===== src/rtl/noc_output_arbiter.sv =====
// Round-robin wormhole arbiter for one router output port: locks the output to a
// single input from header to tail and forwards that input's flits when downstream is ready.
module noc_output_arbiter #(
    parameter int N_REQ = 5
) (
    input  logic                 clk,
    input  logic                 rst,
    input  logic [N_REQ-1:0]     req,
    input  logic [N_REQ-1:0]     valid,
    input  logic [3*N_REQ-1:0]   flit_id,
    input  logic                 out_ready,
    output logic [N_REQ-1:0]     grant,
    output logic [N_REQ-1:0]     read_en,
    output logic [2:0]           xbar_sel,
    output logic                 out_valid,
    output logic                 err
);

    localparam logic [2:0] FLIT_HEAD    = 3'b001;
    localparam logic [2:0] FLIT_PAYLOAD = 3'b010;
    localparam logic [2:0] FLIT_TAIL    = 3'b100;

    typedef enum logic {
        IDLE,
        BUSY
    } state_t;

    state_t             state, state_next;
    logic [N_REQ-1:0]   grant_next;
    logic [2:0]         owner, owner_next;
    logic [2:0]         ptr, ptr_next;
    logic               hdr_done, hdr_done_next;
    logic               err_next;

    logic [N_REQ-1:0]   eligible;
    logic [N_REQ-1:0]   malformed;
    logic [2:0]         owner_fid;
    logic               owner_valid;
    logic               pop;

    function automatic logic is_onehot3(input logic [2:0] v);
        return (v == FLIT_HEAD) || (v == FLIT_PAYLOAD) || (v == FLIT_TAIL);
    endfunction

    always_comb begin
        eligible  = '0;
        malformed = '0;
        for (int i = 0; i < N_REQ; i++) begin
            eligible[i]  = req[i] & valid[i] & (flit_id[3*i +: 3] == FLIT_HEAD);
            malformed[i] = req[i] & valid[i] & ~is_onehot3(flit_id[3*i +: 3]);
        end
    end

    always_comb begin
        owner_fid   = '0;
        owner_valid = 1'b0;
        for (int i = 0; i < N_REQ; i++) begin
            if (owner == 3'(i)) begin
                owner_fid   = flit_id[3*i +: 3];
                owner_valid = valid[i];
            end
        end
    end

    // A pop is suppressed while reset is asserted so an aborted packet loses no flit.
    assign pop       = rst && (state == BUSY) && owner_valid && out_ready;
    assign read_en   = pop ? grant : '0;
    assign out_valid = |read_en;
    assign xbar_sel  = (state == BUSY) ? owner : 3'd0;

    always_ff @(posedge clk) begin
        if (!rst) begin
            state    <= IDLE;
            grant    <= '0;
            owner    <= 3'd0;
            ptr      <= 3'(N_REQ - 1);
            hdr_done <= 1'b0;
            err      <= 1'b0;
        end else begin
            state    <= state_next;
            grant    <= grant_next;
            owner    <= owner_next;
            ptr      <= ptr_next;
            hdr_done <= hdr_done_next;
            err      <= err_next;
        end
    end

    always_comb begin
        int  cand;
        int  win;
        logic found;

        state_next    = state;
        grant_next    = grant;
        owner_next    = owner;
        ptr_next      = ptr;
        hdr_done_next = hdr_done;
        err_next      = err;
        cand          = 0;
        win           = 0;
        found         = 1'b0;

        case (state)
            IDLE: begin
                if (|malformed) begin
                    err_next = 1'b1;
                end
                for (int k = 1; k <= N_REQ; k++) begin
                    cand = int'(ptr) + k;
                    if (cand >= N_REQ) begin
                        cand = cand - N_REQ;
                    end
                    if (!found && eligible[cand]) begin
                        found = 1'b1;
                        win   = cand;
                    end
                end
                if (found) begin
                    state_next      = BUSY;
                    grant_next      = '0;
                    grant_next[win] = 1'b1;
                    owner_next      = 3'(win);
                    hdr_done_next   = 1'b0;
                end
            end
            BUSY: begin
                // The first pop of a packet is its own header; any later header is a protocol error.
                if (pop) begin
                    if (!hdr_done) begin
                        hdr_done_next = 1'b1;
                        if (owner_fid != FLIT_HEAD) begin
                            err_next = 1'b1;
                        end
                    end else begin
                        case (owner_fid)
                            FLIT_TAIL: begin
                                state_next = IDLE;
                                grant_next = '0;
                                ptr_next   = owner;
                            end
                            FLIT_PAYLOAD: ;
                            default: err_next = 1'b1;
                        endcase
                    end
                end
            end
            default: begin
                state_next = IDLE;
                grant_next = '0;
            end
        endcase
    end

endmodule


===== config.mk =====
export PLATFORM = sky130hd
export DESIGN_NAME = noc_output_arbiter
export DESIGN_NICKNAME = d
export VERILOG_FILES = /design/src/rtl/noc_output_arbiter.sv
export SDC_FILE = /design/constraint.sdc
export NUM_CORES = 1
export LEC_CHECK = 0
export BUFFER_PORTS_ARGS = -buffer_cell sky130_fd_sc_hd__buf_4
export CAP_MARGIN = 0
export CORE_MARGIN = 2
export CORE_UTILIZATION = 30
export CTS_CLUSTER_SIZE = 28
export DETAILED_ROUTE_END_ITERATION = 16
export PLACE_DENSITY_LB_ADDON = 0.05
export SLEW_MARGIN = 20
export SYNTH_ARGS = -nofsm -noshare
export SYNTH_HDL_FRONTEND = slang
export SYNTH_SLANG_ARGS = --single-unit

===== constraint.sdc =====
create_clock -name clk -period 4.66 [get_ports clk]
set_clock_uncertainty 0.2 [all_clocks]
set_input_delay 0.699 -clock clk [delete_from_list [all_inputs] [get_ports clk]]
set_output_delay 0.699 -clock clk [all_outputs]
set_load 0.1 [all_outputs]

==> reports/metrics.csv <==
metric;value;unit
outcome;finished clean;
cpLargestDelayFamily;compound AO/OA/AOI/OAI gates;
fin_area;0.00292;mm^2
final_cell_mix;48 x buf_4, 29 x a21oi_1, 25 x nor2_1, 23 x o21ai_0, 23 x nand2_1;
dp_hpwl;6420;um
cts_tree;yes;
ant_nets;0;
layout-drive-gt1-share;21.1;%
postCtsSetupBuffers;0;
cp-end-kind;register;
critPathLaunchType;register;
synthArstFlopShare;0;%
grt.overflow.total;0;
max_cap_violations;0;
critical_path_required;4.60;ns
start_util;30.7;%
highest_layer;met4;
wirelength;8020;um
cts.repair.resized;0;
tns;0;ns
die-area;0.00906;mm^2
met3_length;214;um
syn-instance-count;336;
path_max_fanout;9;
antenna_found_initial;0;
gp_congestion;0.845;
filler_cell_count;880;
utilization;35.9;%
post-route-period-util;82.0;%
ys_ff_latch;14;
die_x;95.2;um
power_density;116;mW/mm^2
clockRootBuffer;clkbuf_8;
cts_buffers;3;
path_buf_inv;1;
relSlewSlack;54.0;%
synth_ff_type;dfxtp_1;
maxSlewViolCount;0;
synth.avg_cell_area;7.43;um^2
cp_cell_sequence;inv_1 > ha_1 > ha_1 > o31a_1 > o22ai_2 > mux2i_1 > nor3_1 > or2_1 > mux2i_1 > a211oi_2 > a2bb2oi_2 > nor2_1 > a32o_1;
ys_warn_count;0;
power_leakage;1.16;nW
wl_met2;3840;um
synth_edf_count;0;
yosysSeqAreaShare;11.2;%
critPathKind;reg2reg;
cts_max_level;1;
viasPerCell;5.49;
synth.distinct_cells;74;
remaining_drc_errors;0;
ioPinCount;43;
cts_sinks;14;
grt_pass1_wl;12800;um
worst_pin_slew;0.684;ns
cp.arrival;3.76;ns
clock_latency;0.24;ns
post-route-min-period;3.82;ns
p_total;0.000338;W
fp.dieH;95.2;um
crit_path_max_incr_delay;0.37;ns
layout_commonest_cell;buf_4;
synthesis.area;0.00249;mm^2
area_growth;17.1;%
drt-met1-wl;3850;um
path_clk_slew;0.06;ns
ir_drop;0.143;mV
slowest_stage;ha_1;
grt_usage;18.1;%
hold_path_class;reg2reg;
cts_hold_buf;0;
grt_pass1_vias;2458;
core;0.00813;mm^2
rsz0062_at_grt;false;
portBuffers;42;
firstDrtPassIters;4;
hold_violations;0;
num_vias;2604;
num_antenna_cells;0;
rows;33;
max_freq;262;MHz
final_nets;412;
syn_nets;378;
setup_viol;0;
drt_iter0_markers;179;
grt_max_degree;41;
dpl_cell_area;0.00287;mm^2
cts_max_path_buffers;2;
detail_route.wl_per_cell;16.9;um
[area by class of cell]
cell class	count	area [um^2]	share of cell area (%)
Multi-Input combinational cell	286	2030	69.5
Timing Repair Buffer	48	360	12.3
Inverter	17	63.8	2.18
Clock buffer	4	55.1	1.88
Sequential cell	14	280	9.59
Tap cell	105	131	4.50
[sequential cells by signal, summed over array words and instances (netlist names)]
signal    flops
err           1
grant         5
hdr_done      1
owner         3
ptr           3
state         1
[metrics by stage]
step / setup slack (ns) / hold slack [ns] / instances
2_1_floorplan: 0.908 / 0.314 / 336
3_3_place_gp: 0.828 / 0.261 / 470
3_5_place_dp: 0.863 / 0.265 / 470
4_1_cts: 0.819 / 0.282 / 474
5_1_grt: 0.536 / 0.310 / 474
6_report: 0.840 / 0.275 / 474
[synthesized netlist by cell type (all sizes together) (5+ instances only)]
master	count	share of area (%)
a21oi	32	6.9
nor2	27	4.5
o21ai	27	5.7
nand2	23	3.5
inv	17	2.6
mux2i	15	6.0
dfxtp	14	11
buf	13	3.9
ha	13	6.5
nand3	11	2.2
and2	9	2.3
nand2b	9	2.6
nor2b	9	2.4
clkbuf	6	0.90
nor3	6	1.4
o21a	6	1.8
xor2	6	2.1
a211oi	5	1.9
a31oi	5	1.3
nand3b	5	1.5
nor3b	5	1.7
o211ai	5	1.5
[worst paths after layout]
path / startpoint / end / slack (ns) / cells after the start
max reg2reg: ptr[1] / grant[1] / 0.84 / 13
min: err / err / 0.28 / 1
max: ptr[1] / grant[1] / 0.84 / 13
min reg2reg: err / err / 0.28 / 1
[cells by family (layout without fill, tap and decap cells)]
family                   count (synthesis)  count (layout)  synth area share (%)
AND/OR/NAND/NOR                        125             125                  28.4
AO/OA/AOI/OAI                          121             121                  34.6
buffers and inverters                   36              69                  7.37
multiplexers                            18              18                  8.27
adder cells (fa/ha/maj)                 14              14                  7.32
flip-flops                              14              14                  11.2
XOR/XNOR                                 8               8                  2.81
[metal layers]
| layer | track usage (%) | vias up |
|---|---|---|
| met1 | 25.7 | 1231 |
| met4 | 4.35 | 0 |
| met2 | 29.6 | 49 |
| met3 | 1.26 | 8 |
| met5 | 0 | - |
| li1 | - | 1316 |
[power by group]
group          internal [W]  leakage (nW)  switching, W   total, W
clock             0.0000747        0.0288     0.0000421   0.000117
sequential         0.000123         0.113    0.00000415   0.000127
combinational     0.0000386          1.02     0.0000553  0.0000938
total              0.000236          1.16      0.000102   0.000338
(Power assumes the default switching activity.)
